File: src/rtl/wb_master_engine_if.sv
// Bundles the command, Wishbone and response signals of wb_master_engine.
// Latency: none, this is wiring only.
// Backpressure: cmd_valid/cmd_ready on the command side; responses are never stalled; Wishbone is paced by ack_i.
//
// master modport: the engine side (drives cmd_ready, Wishbone controls, responses, busy).
// slave modport : the environment side (command source, Wishbone slave, irq source, response sink).
interface wb_master_engine_if #(
  parameter int ADDR_WIDTH = 2,
  parameter int DATA_WIDTH = 8
);
  // command channel
  logic                  cmd_valid;
  logic                  cmd_ready;
  logic [1:0]            cmd_op;
  logic [ADDR_WIDTH-1:0] cmd_adr;
  logic [DATA_WIDTH-1:0] cmd_dat;
  // Wishbone bus
  logic                  cyc_o;
  logic                  stb_o;
  logic                  we_o;
  logic [ADDR_WIDTH-1:0] adr_o;
  logic [DATA_WIDTH-1:0] dat_o;
  logic                  ack_i;
  logic [DATA_WIDTH-1:0] dat_i;
  logic                  irq_i;
  // response channel and status
  logic                  rsp_valid;
  logic [1:0]            rsp_op;
  logic [DATA_WIDTH-1:0] rsp_dat;
  logic                  rsp_nack;
  logic                  rsp_err;
  logic                  busy;

  modport master (
    input  cmd_valid, cmd_op, cmd_adr, cmd_dat, ack_i, dat_i, irq_i,
    output cmd_ready, cyc_o, stb_o, we_o, adr_o, dat_o,
    output rsp_valid, rsp_op, rsp_dat, rsp_nack, rsp_err, busy
  );

  modport slave (
    output cmd_valid, cmd_op, cmd_adr, cmd_dat, ack_i, dat_i, irq_i,
    input  cmd_ready, cyc_o, stb_o, we_o, adr_o, dat_o,
    input  rsp_valid, rsp_op, rsp_dat, rsp_nack, rsp_err, busy
  );
endinterface

File: src/rtl/wb_master_engine.sv
// Wishbone master executing queued WRITE / READ / WAIT_IRQ(+status read) / NOP commands.
// Latency: command accepted at edge E0 -> cyc_o high after E1; response pulse one cycle after the acked edge.
// Backpressure: cmd_ready = !full of a FIFO_DEPTH command FIFO; response channel has none.
//
// Ports: clk_i, rst_i (synchronous, active high) and bus (wb_master_engine_if.master):
//   cmd_valid/cmd_ready/cmd_op/cmd_adr/cmd_dat  command input
//   cyc_o/stb_o/we_o/adr_o/dat_o/ack_i/dat_i   Wishbone master, irq_i from the slave
//   rsp_valid/rsp_op/rsp_dat/rsp_nack/rsp_err  one-cycle response pulse, busy status
// Optional: define WB_MASTER_ACK_TIMEOUT_EN to abort a transfer not acked within TIMEOUT_CYCLES.
module wb_master_engine #(
  parameter int ADDR_WIDTH      = 2,
  parameter int DATA_WIDTH      = 8,
  parameter int FIFO_DEPTH      = 4,
  parameter int IRQ_STATUS_ADDR = 2,
  parameter int NACK_BIT        = 6,
  parameter int TIMEOUT_CYCLES  = 16
) (
  input logic                clk_i,
  input logic                rst_i,
  wb_master_engine_if.master bus
);

  localparam int PTR_W = (FIFO_DEPTH > 1) ? $clog2(FIFO_DEPTH) : 1;
  localparam int CNT_W = $clog2(FIFO_DEPTH + 1);

  localparam logic [1:0] OP_WRITE    = 2'd0;
  localparam logic [1:0] OP_READ     = 2'd1;
  localparam logic [1:0] OP_WAIT_IRQ = 2'd2;

  typedef enum logic [1:0] {
    S_IDLE     = 2'd0,
    S_REQ      = 2'd1,
    S_IRQ_WAIT = 2'd2,
    S_RSP      = 2'd3
  } state_t;

  // ---------------------------------------------------------------- command FIFO
  logic [1:0]            fifo_op  [FIFO_DEPTH];
  logic [ADDR_WIDTH-1:0] fifo_adr [FIFO_DEPTH];
  logic [DATA_WIDTH-1:0] fifo_dat [FIFO_DEPTH];
  logic [PTR_W-1:0]      wr_ptr, rd_ptr;
  logic [CNT_W-1:0]      fifo_cnt;
  logic                  fifo_full, fifo_empty, push, pop;
  logic [1:0]            head_op;
  logic [ADDR_WIDTH-1:0] head_adr;
  logic [DATA_WIDTH-1:0] head_dat;

  state_t state;

  assign fifo_full  = (fifo_cnt == CNT_W'(FIFO_DEPTH));
  assign fifo_empty = (fifo_cnt == '0);
  // Acceptance depends only on the registered full flag, so a pop in the same
  // cycle never lets a push through while full.
  assign push       = bus.cmd_valid && !fifo_full;
  assign pop        = (state == S_IDLE) && !fifo_empty;
  assign head_op    = fifo_op[rd_ptr];
  assign head_adr   = fifo_adr[rd_ptr];
  assign head_dat   = fifo_dat[rd_ptr];

  // Storage needs no reset: an entry is only read after it has been written.
  always_ff @(posedge clk_i) begin
    if (push) begin
      fifo_op[wr_ptr]  <= bus.cmd_op;
      fifo_adr[wr_ptr] <= bus.cmd_adr;
      fifo_dat[wr_ptr] <= bus.cmd_dat;
    end
  end

  // Pointers wrap naturally because FIFO_DEPTH is a power of two.
  always_ff @(posedge clk_i) begin
    if (rst_i) begin
      wr_ptr   <= '0;
      rd_ptr   <= '0;
      fifo_cnt <= '0;
    end else begin
      if (push) wr_ptr <= wr_ptr + 1'b1;
      if (pop)  rd_ptr <= rd_ptr + 1'b1;
      case ({push, pop})
        2'b10:   fifo_cnt <= fifo_cnt + 1'b1;
        2'b01:   fifo_cnt <= fifo_cnt - 1'b1;
        default: fifo_cnt <= fifo_cnt;
      endcase
    end
  end

  // ---------------------------------------------------------------- engine FSM
  logic [1:0]            cur_op;
  logic                  cyc_q, stb_q, we_q;
  logic [ADDR_WIDTH-1:0] adr_q;
  logic [DATA_WIDTH-1:0] dat_q;
  logic                  rsp_valid_q, rsp_nack_q, rsp_err_q;
  logic [1:0]            rsp_op_q;
  logic [DATA_WIDTH-1:0] rsp_dat_q;

`ifdef WB_MASTER_ACK_TIMEOUT_EN
  localparam int TMO_W = $clog2(TIMEOUT_CYCLES + 1);
  logic [TMO_W-1:0] tmo_cnt;
`endif

  always_ff @(posedge clk_i) begin
    if (rst_i) begin
      state       <= S_IDLE;
      cur_op      <= OP_WRITE;
      cyc_q       <= 1'b0;
      stb_q       <= 1'b0;
      we_q        <= 1'b0;
      adr_q       <= '0;
      dat_q       <= '0;
      rsp_valid_q <= 1'b0;
      rsp_op_q    <= 2'd0;
      rsp_dat_q   <= '0;
      rsp_nack_q  <= 1'b0;
      rsp_err_q   <= 1'b0;
`ifdef WB_MASTER_ACK_TIMEOUT_EN
      tmo_cnt     <= '0;
`endif
    end else begin
      // rsp_valid is raised on the edge entering RSP, so it is high exactly
      // for the RSP cycle; the other response fields hold until overwritten.
      rsp_valid_q <= 1'b0;
      case (state)
        S_IDLE: begin
          if (!fifo_empty) begin
            cur_op <= head_op;
`ifdef WB_MASTER_ACK_TIMEOUT_EN
            tmo_cnt <= '0;
`endif
            case (head_op)
              OP_WRITE, OP_READ: begin
                state <= S_REQ;
                cyc_q <= 1'b1;
                stb_q <= 1'b1;
                we_q  <= (head_op == OP_WRITE);
                adr_q <= head_adr;
                dat_q <= (head_op == OP_WRITE) ? head_dat : '0;
              end
              OP_WAIT_IRQ: state <= S_IRQ_WAIT;
              default: begin
                // reserved op: no bus cycle, empty response
                state       <= S_RSP;
                rsp_valid_q <= 1'b1;
                rsp_op_q    <= head_op;
                rsp_dat_q   <= '0;
                rsp_nack_q  <= 1'b0;
                rsp_err_q   <= 1'b0;
              end
            endcase
          end
        end

        S_IRQ_WAIT: begin
          if (bus.irq_i) begin
            state <= S_REQ;
            cyc_q <= 1'b1;
            stb_q <= 1'b1;
            we_q  <= 1'b0;
            adr_q <= ADDR_WIDTH'(IRQ_STATUS_ADDR);
            dat_q <= '0;
`ifdef WB_MASTER_ACK_TIMEOUT_EN
            tmo_cnt <= '0;
`endif
          end
        end

        S_REQ: begin
          if (bus.ack_i) begin
            state       <= S_RSP;
            cyc_q       <= 1'b0;
            stb_q       <= 1'b0;
            we_q        <= 1'b0;
            adr_q       <= '0;
            dat_q       <= '0;
            rsp_valid_q <= 1'b1;
            rsp_op_q    <= cur_op;
            rsp_dat_q   <= (cur_op == OP_WRITE) ? '0 : bus.dat_i;
            rsp_nack_q  <= (cur_op == OP_WAIT_IRQ) ? bus.dat_i[NACK_BIT] : 1'b0;
            rsp_err_q   <= 1'b0;
          end
`ifdef WB_MASTER_ACK_TIMEOUT_EN
          // Count reaches TIMEOUT_CYCLES on this edge; an ack on the same edge
          // was already handled above and takes priority.
          else if (tmo_cnt == TMO_W'(TIMEOUT_CYCLES - 1)) begin
            state       <= S_RSP;
            cyc_q       <= 1'b0;
            stb_q       <= 1'b0;
            we_q        <= 1'b0;
            adr_q       <= '0;
            dat_q       <= '0;
            rsp_valid_q <= 1'b1;
            rsp_op_q    <= cur_op;
            rsp_dat_q   <= '0;
            rsp_nack_q  <= 1'b0;
            rsp_err_q   <= 1'b1;
          end else begin
            tmo_cnt <= tmo_cnt + 1'b1;
          end
`endif
        end

        default: state <= S_IDLE;  // S_RSP: the pulse is already on the outputs
      endcase
    end
  end

  assign bus.cmd_ready = !fifo_full;
  assign bus.cyc_o     = cyc_q;
  assign bus.stb_o     = stb_q;
  assign bus.we_o      = we_q;
  assign bus.adr_o     = adr_q;
  assign bus.dat_o     = dat_q;
  assign bus.rsp_valid = rsp_valid_q;
  assign bus.rsp_op    = rsp_op_q;
  assign bus.rsp_dat   = rsp_dat_q;
  assign bus.rsp_nack  = rsp_nack_q;
  assign bus.rsp_err   = rsp_err_q;
  assign bus.busy      = !fifo_empty || (state != S_IDLE);

endmodule

File: src/flat_wrapper.sv
// flat-port wrapper written by rule: the top's interface ports become plain ports
module wb_master_engine_flat 
#(
  parameter int ADDR_WIDTH      = 2,
  parameter int DATA_WIDTH      = 8,
  parameter int FIFO_DEPTH      = 4,
  parameter int IRQ_STATUS_ADDR = 2,
  parameter int NACK_BIT        = 6,
  parameter int TIMEOUT_CYCLES  = 16
)
  (clk_i, rst_i, bus_cmd_valid, bus_cmd_op, bus_cmd_adr, bus_cmd_dat, bus_ack_i, bus_dat_i, bus_irq_i, bus_cmd_ready, bus_cyc_o, bus_stb_o, bus_we_o, bus_adr_o, bus_dat_o, bus_rsp_valid, bus_rsp_op, bus_rsp_dat, bus_rsp_nack, bus_rsp_err, bus_busy);
  wb_master_engine_if #(.ADDR_WIDTH(ADDR_WIDTH), .DATA_WIDTH(DATA_WIDTH)) bus_i ();
  input logic clk_i;
  input logic rst_i;
  input wire logic [$bits(bus_i.cmd_valid)-1:0] bus_cmd_valid;
  input wire logic [$bits(bus_i.cmd_op)-1:0] bus_cmd_op;
  input wire logic [$bits(bus_i.cmd_adr)-1:0] bus_cmd_adr;
  input wire logic [$bits(bus_i.cmd_dat)-1:0] bus_cmd_dat;
  input wire logic [$bits(bus_i.ack_i)-1:0] bus_ack_i;
  input wire logic [$bits(bus_i.dat_i)-1:0] bus_dat_i;
  input wire logic [$bits(bus_i.irq_i)-1:0] bus_irq_i;
  output wire logic [$bits(bus_i.cmd_ready)-1:0] bus_cmd_ready;
  output wire logic [$bits(bus_i.cyc_o)-1:0] bus_cyc_o;
  output wire logic [$bits(bus_i.stb_o)-1:0] bus_stb_o;
  output wire logic [$bits(bus_i.we_o)-1:0] bus_we_o;
  output wire logic [$bits(bus_i.adr_o)-1:0] bus_adr_o;
  output wire logic [$bits(bus_i.dat_o)-1:0] bus_dat_o;
  output wire logic [$bits(bus_i.rsp_valid)-1:0] bus_rsp_valid;
  output wire logic [$bits(bus_i.rsp_op)-1:0] bus_rsp_op;
  output wire logic [$bits(bus_i.rsp_dat)-1:0] bus_rsp_dat;
  output wire logic [$bits(bus_i.rsp_nack)-1:0] bus_rsp_nack;
  output wire logic [$bits(bus_i.rsp_err)-1:0] bus_rsp_err;
  output wire logic [$bits(bus_i.busy)-1:0] bus_busy;
  assign bus_i.cmd_valid = bus_cmd_valid;
  assign bus_i.cmd_op = bus_cmd_op;
  assign bus_i.cmd_adr = bus_cmd_adr;
  assign bus_i.cmd_dat = bus_cmd_dat;
  assign bus_i.ack_i = bus_ack_i;
  assign bus_i.dat_i = bus_dat_i;
  assign bus_i.irq_i = bus_irq_i;
  assign bus_cmd_ready = bus_i.cmd_ready;
  assign bus_cyc_o = bus_i.cyc_o;
  assign bus_stb_o = bus_i.stb_o;
  assign bus_we_o = bus_i.we_o;
  assign bus_adr_o = bus_i.adr_o;
  assign bus_dat_o = bus_i.dat_o;
  assign bus_rsp_valid = bus_i.rsp_valid;
  assign bus_rsp_op = bus_i.rsp_op;
  assign bus_rsp_dat = bus_i.rsp_dat;
  assign bus_rsp_nack = bus_i.rsp_nack;
  assign bus_rsp_err = bus_i.rsp_err;
  assign bus_busy = bus_i.busy;
  wb_master_engine #(.ADDR_WIDTH(ADDR_WIDTH), .DATA_WIDTH(DATA_WIDTH), .FIFO_DEPTH(FIFO_DEPTH), .IRQ_STATUS_ADDR(IRQ_STATUS_ADDR), .NACK_BIT(NACK_BIT), .TIMEOUT_CYCLES(TIMEOUT_CYCLES)) u_core (.clk_i(clk_i), .rst_i(rst_i), .bus(bus_i));
endmodule
File: config.mk
export PLATFORM = sky130hd
export DESIGN_NAME = wb_master_engine_flat
export DESIGN_NICKNAME = d
export VERILOG_FILES = /design/src/rtl/wb_master_engine_if.sv /design/src/rtl/wb_master_engine.sv /design/src/flat_wrapper.sv
export SDC_FILE = /design/constraint.sdc
export NUM_CORES = 1
export LEC_CHECK = 0
export CORE_MARGIN = 5
export CORE_UTILIZATION = 57
export CTS_CLUSTER_SIZE = 30
export DETAILED_ROUTE_END_ITERATION = 8
export GPL_TIMING_DRIVEN = 1
export HOLD_SLACK_MARGIN = 0.03
export PLACE_DENSITY_LB_ADDON = 0.15
export SKIP_CTS_REPAIR_TIMING = 1
export SKIP_LAST_GASP = 1
export SYNTH_ARGS = -nofsm -noshare
export SYNTH_HDL_FRONTEND = slang
export SYNTH_SLANG_ARGS = --single-unit
File: constraint.sdc
create_clock -name clk_i -period 5.1 [get_ports clk_i]
set_input_delay 1.275 -clock clk_i [delete_from_list [all_inputs] [get_ports clk_i]]
set_output_delay 1.275 -clock clk_i [all_outputs]
set_load 0.02 [all_outputs]
# ---- After elaboration in Yosys (flattened, before gate mapping)
# Memories as Yosys holds them, arrays and structs flattened. A register that Yosys moved wholly into a read port is not among the register bits.
# Index checks and enable logic that the tools add are counted.
dict set report word_totals {
  reg_bits 36
  mem_bits_rw 48
  in_bits 25
  n_memories 3
}
dict set report classes {
  addsub 4
  eq_ne 13
  muxes 53
  bitwise 1
  reduce_logical 19
}
# name depth word_bits rd rd_clocked_by_memory_dff wr line
set memory_table {}
lappend memory_table {u_core.fifo_dat 4 8 1 1 1 wb_master_engine.sv:40} ;# logic [DATA_WIDTH-1:0] fifo_dat [FIFO_DEPTH];
lappend memory_table {u_core.fifo_adr 4 2 1 1 1 wb_master_engine.sv:39} ;# logic [ADDR_WIDTH-1:0] fifo_adr [FIFO_DEPTH];
lappend memory_table {u_core.fifo_op 4 2 1 1 1 wb_master_engine.sv:38} ;# logic [1:0] fifo_op [FIFO_DEPTH];
# op count
set op_table {}
lappend op_table {{$mux 8} 9}
lappend op_table {{$mux 2} 16}
lappend op_table {{$pmux 8 s3} 1}
lappend op_table {{$mux 1} 16}
lappend op_table {{$pmux 8 s2} 1}
lappend op_table {{$pmux 2 s3} 2}
lappend op_table {{$ne 2x2->1 const B} 5}
lappend op_table {{$eq 2x2->1 const B} 4}
lappend op_table {{$pmux 2 s2} 2}
lappend op_table {{$eq 2x1->1 const B} 3}
lappend op_table {{$logic_not 2->1} 3}
lappend op_table {{$pmux 1 s2} 3}
lappend op_table {{$pmux 1 s3} 2}
lappend op_table {{$pmux 3 s2} 1}
lappend op_table {{$reduce_bool 2->1} 3}
lappend op_table {{$reduce_and 5->1} 1}
lappend op_table {{$add 2x1->2 const B} 2}
lappend op_table {{$reduce_and 4->1} 1}
lappend op_table {{$add 3x1->3 const B} 1}
lappend op_table {{$eq 3x3->1 const B} 1}
lappend op_table {{$logic_not 3->1} 1}
lappend op_table {{$reduce_and 3->1} 1}
lappend op_table {{$reduce_bool 3->1} 1}
lappend op_table {{$reduce_or 3->1} 1}
lappend op_table {{other kinds (7)} 9}

# ---- Depth between registers and ports, before layout
dict set report depth {
  word_depth 5
  depth_mapped 11
}

# ---- Least setup slack after synthesis
# Ideal clock, no wire load.
dict set report synth_timing {
  path_type {input to register}
  start {input port bus_cmd_valid}
  end {register u_core.fifo_cnt[2]}
  setup_ns 0.071
  t_arrival_ns 2.635
  required_ns 5.029
  slack_ns 2.394
  path_stages 8
  path_buffers 0
  cell_sequence {and2_1 > inv_1 > ha_1 > inv_1 > fa_1 > xor2_1 > or3_1 > a21oi_1}
}
dict set report synth_between {
  elab_chain_cells 3
  word_cells_on_any_way 5
}
# element line
set synth_lines {}
lappend synth_lines {{from (decl)} flat_wrapper.sv:15} ;# input wire logic [$bits(bus_i.cmd_valid)-1:0] bus_cmd_valid;
lappend synth_lines {{$logic_and 1x1->1 (*)} wb_master_engine.sv:54} ;# assign push = bus.cmd_valid && !fifo_full;
lappend synth_lines {{$eq 2x1->1 or $eq 2x2->1 (tied branches)} wb_master_engine.sv:78} ;# case ({push, pop})
lappend synth_lines {{$pmux 3 s2 or $reduce_bool 2->1 (tied branches)} n/a}
lappend synth_lines {{to (signal assigned)} wb_master_engine.sv:79} ;# 2'b10: fifo_cnt <= fifo_cnt + 1'b1;
lappend synth_lines {{to (signal assigned)} wb_master_engine.sv:80} ;# 2'b01: fifo_cnt <= fifo_cnt - 1'b1;
lappend synth_lines {{to (signal assigned)} wb_master_engine.sv:81} ;# default: fifo_cnt <= fifo_cnt;
lappend synth_lines {{to (decl)} wb_master_engine.sv:42} ;# logic [CNT_W-1:0] fifo_cnt;
# Mark *: on every way between the ends. The rest lies on a longest branch, timed or not.
# A chain may end at the register's enable or synchronous reset.

# ---- Final worst setup path
dict set report layout_timing {
  start {register u_core.state[0]}
  end {output port bus_busy}
}
dict set report layout_between {
  elab_chain_cells 2
}
# element line
set layout_lines {}
lappend layout_lines {{from (decl)} wb_master_engine.sv:48} ;# state_t state;
lappend layout_lines {{from (signal assigned)} wb_master_engine.sv:102} ;# state <= S_IDLE;
lappend layout_lines {{from (signal assigned)} wb_master_engine.sv:130} ;# state <= S_REQ;
lappend layout_lines {{from (signal assigned)} wb_master_engine.sv:137} ;# OP_WAIT_IRQ: state <= S_IRQ_WAIT;
lappend layout_lines {{$reduce_bool 2->1} wb_master_engine.sv:216} ;# assign bus.busy = !fifo_empty || (state != S_IDLE);
lappend layout_lines {{$logic_or 1x1->1} wb_master_engine.sv:216}
lappend layout_lines {{to (decl)} flat_wrapper.sv:33} ;# output wire logic [$bits(bus_i.busy)-1:0] bus_busy;
# Every way passes these cells.

==> results.txt <==
Summed over all failing endpoints, the final setup total negative slack is 0 ns. The required time at the endpoint of the critical path came out at 3.83 ns. After synthesis, the most frequently instantiated cells are 48 x edfxtp_1, 37 x dfxtp_1, 16 x inv_1. The cell at the root of the clock tree is clkbuf_8.

The sum of overflow across all layers after global routing came out at 0. The number of core rows is 28. For this run, the leading register cell type out of synthesis is edfxtp_1. The routed layout has 2110 vias. The library cell with the highest instance count after synthesis is edfxtp_1. The number of global-route vias before repair is 2116. The reported net switching power came out at 0.000791 W. After filler insertion, the fill cell instance count of the layout stands at 414. IR analysis of the VDD net gives a maximum drop of 0.240 mV. The mapped netlist covers 0.00348 sq mm. The number of unique standard cell types used by synthesis is 46. The congestion estimate from routability-driven global placement came to 0.760. The TritonCTS clock tree is done.

The transition time at the pin with the least slew margin is 0.955 ns. The total power density per cell area is 521 mW/mm^2. In the final design database the tool counted 336 nets.

Data on the critical path arrives at its endpoint at 2.41 ns. The hold slack came out at 0.450 ns. The flip-flop and latch count after synthesis is 85. Of the total power, combinational logic draws 0.373. Each instance of the synthesized netlist takes up on average 13.8 sq um. The count of inserted antenna diode cells is 0. The all-layer global routing usage came out at 0.174. The clock tree synthesis step divided the H-tree into 3 levels. The first TritonRoute pass finished after 4 iterations. The synthesis warning total came out at 0. The fraction of post-synthesis cell area in the top cell type by area came out at 0.414. Pin placement for this block handled 53 I/O pins. The number of nets handed over by synthesis was 287. In this run the worst hold path is classified as register to register. The switching share of total power came out at 0.362. The CTS sink count came out at 85. The fraction of registers with async set/reset came out at 0. The count of endpoints failing setup in the final report is 0. The max-cap violation count is 0. Along the worst path, the maximum fanout reaches 12. After detailed routing, the average wire length per cell comes to 16.4 microns.

Once layout is complete, the utilization of the core stands at 0.708. The first-pass GRT wire length is 10100 microns. The maximum frequency from static timing analysis came out at 0.271 GHz.

The tightest slew margin relative to the limit is 0.361. The relative area change from synthesis to final layout came out at 20.4%. The run finished with clean final reports. Of the synthesized area, sequential elements account for 0.627. The area of the core region came out at 0.00592 sq mm. The part of the total power dissipated in sequential elements is 0.426. The share of the cycle needed by the critical path after routing came out at 0.723. The number of DRC violations after detailed routing is 0.

The die outline area is 0.00776 sq mm. Entering global routing, the biggest net connects 23 pins. Clock-pin slew was measured on the worst setup and hold paths at 0.08 ns.

For this design the static power due to leakage is 1.46 nW. The count of input and output buffers is 51. The number of flops mapped to enable cells by yosys is 48.

The count of endpoints failing hold in the final timing report came out at 0. The number of clock buffers inserted by TritonCTS came out at 9. The number of max-slew violations in the final report came out at 0.

By area the synthesized netlist is led by edfxtp_1 41%, dfxtp_1 21%, mux4_2 7.8%. The minimum period implied by the final worst setup slack is 3.69 ns. The effective utilization at floorplan is 0.587. The number of antenna violations at the first check in global routing was 0.

The routed via count divided by cell count is 5.54. The insertion delay of the later-clocked pin in the worst-skew pair came out at 0.35 ns. Setup repair after global routing left no endpoint under its margin. The detail route stage leaves a number of antenna-violating nets equal to 0. The estimated wirelength of the detail-placed design came out at 4320 microns. The final routed wirelength across all metal layers came out at 6230 microns. The instance count of the mapped netlist is 252. Summed over all instances, the cell type with the most area after synthesis is edfxtp_1. The final setup skew is 0.0116 ns. STA classifies the critical path endpoint as an output pin.

The fraction of final layout cells with drive strength greater than 1 came out at 0.114. The internal power summed over all cells is 0.00139 W. The startpoint kind of the worst setup timing path is a register. The clock passes through at most 2 buffers. From left edge to right edge, the die measures 88.1 microns. The detailed router's first-iteration violation count is 139. The clock power share came out at 0.201.

The critical path is of the register to output pin type. The die is 88.1 microns tall.
-- power by group through the flow --
stage / Combinational (W) / Sequential, W / Clock [W]
global route: 0.000888 / 0.000947 / 0.000477
CTS: 0.000817 / 0.000930 / 0.000444
floorplan: 0.000602 / 0.000949 / 0
global placement: 0.000803 / 0.000941 / 0
finish: 0.000815 / 0.000929 / 0.000437
detailed placement: 0.000812 / 0.000946 / 0
-- sequential cells by signal, summed over array words and instances (netlist names), 3 cells and up, named ones only --
| name | count |
|---|---|
| u_core.fifo_adr | 8 |
| u_core.fifo_op | 8 |
| u_core.bus.dat_o | 8 |
| u_core.fifo_cnt | 3 |
| u_core.bus.rsp_dat | 8 |
| u_core.fifo_dat | 32 |
-- cell families (layout without fill, tap and decap cells) --
family | Yosys count | count (layout) | synth area share
AO/OA/AOI/OAI | 47 | 47 | 0.0996
XOR/XNOR | 5 | 5 | 0.0126
adder cells (fa/ha/maj) | 10 | 10 | 0.0381
buffers and inverters | 30 | 84 | 0.0406
flip-flops | 85 | 85 | 0.627
multiplexers | 16 | 16 | 0.0892
other | 1 | 1 | 0.00108
AND/OR/NAND/NOR | 58 | 58 | 0.0914
-- cell usage in the layout (no fill, tap or decap), drive strengths merged, types with 2 or more instances in the layout --
| cell type | netlist | routed |
|---|---|---|
| a211oi | 2 | 2 |
| a21o | 2 | 2 |
| a21oi | 13 | 13 |
| a311oi | 4 | 4 |
| and2 | 2 | 2 |
| and3 | 5 | 5 |
| clkbuf | 5 | 11 |
| clkdlybuf4s50 | 0 | 51 |
| clkinv | 1 | 3 |
| dfxtp | 37 | 37 |
| edfxtp | 48 | 48 |
| ha | 9 | 9 |
| inv | 16 | 18 |
| mux2i | 4 | 4 |
| mux4 | 12 | 12 |
| nand2 | 13 | 13 |
| nand2b | 4 | 4 |
| nand3 | 4 | 4 |
| nand4 | 9 | 9 |
| nor2 | 14 | 14 |
| nor2b | 2 | 2 |
| o21ai | 12 | 12 |
| o2bb2ai | 8 | 8 |
| xnor2 | 2 | 2 |
| xor2 | 3 | 3 |
-- final cells by class --
cell class                      count  area, sq um  area share
Sequential cell                    85         2180       0.521
Multi-Input combinational cell    137         1150       0.276
Timing Repair Buffer               51          510       0.122
Clock buffer                       11          141      0.0338
Tap cell                           75         93.8      0.0224
Inverter                           17         63.8      0.0152
Clock inverter                      5         42.5      0.0102
-- final timing paths --
check,startpoint,end,slack [ns],cells after the start
worst max-delay path,u_core.state[0],bus_busy,1.41,4
worst min-delay path,u_core.bus.rsp_dat[1],u_core.bus.rsp_dat[1],0.45,2
worst max register to register,u_core.state[0],u_core.fifo_cnt[2],2.39,9
worst min register to register,u_core.bus.rsp_dat[1],u_core.bus.rsp_dat[1],0.45,2
-- worst max-delay path, cell delays in order, from the launching register on --
cell             delay, ns
dfxtp_1               0.37
inv_1                 0.12
ha_1                  0.46
or4b_4                0.56
clkdlybuf4s50_1       0.56
-- layer usage --
layer  vias up  wire length [microns]  global-route usage
met5         -                      0                   0
met4         0                     57              0.0659
met3         7                    352              0.0348
met2        51                   2940               0.283
met1      1014                   2880               0.233
li1       1038                      -                   -
-- stage by stage --
step	std cells	setup slack [ns]	cell area, sq um	total power, W
final	381	1.41	4190	0.00218
after global routing	381	1.34	4190	0.00231
after CTS	381	1.42	4190	0.00219
after detailed placement	365	1.52	4010	0.00176
after global placement	365	1.64	4010	0.00174
after floorplan	252	2.39	3480	0.00155
Power figures use the tool's default switching activity.
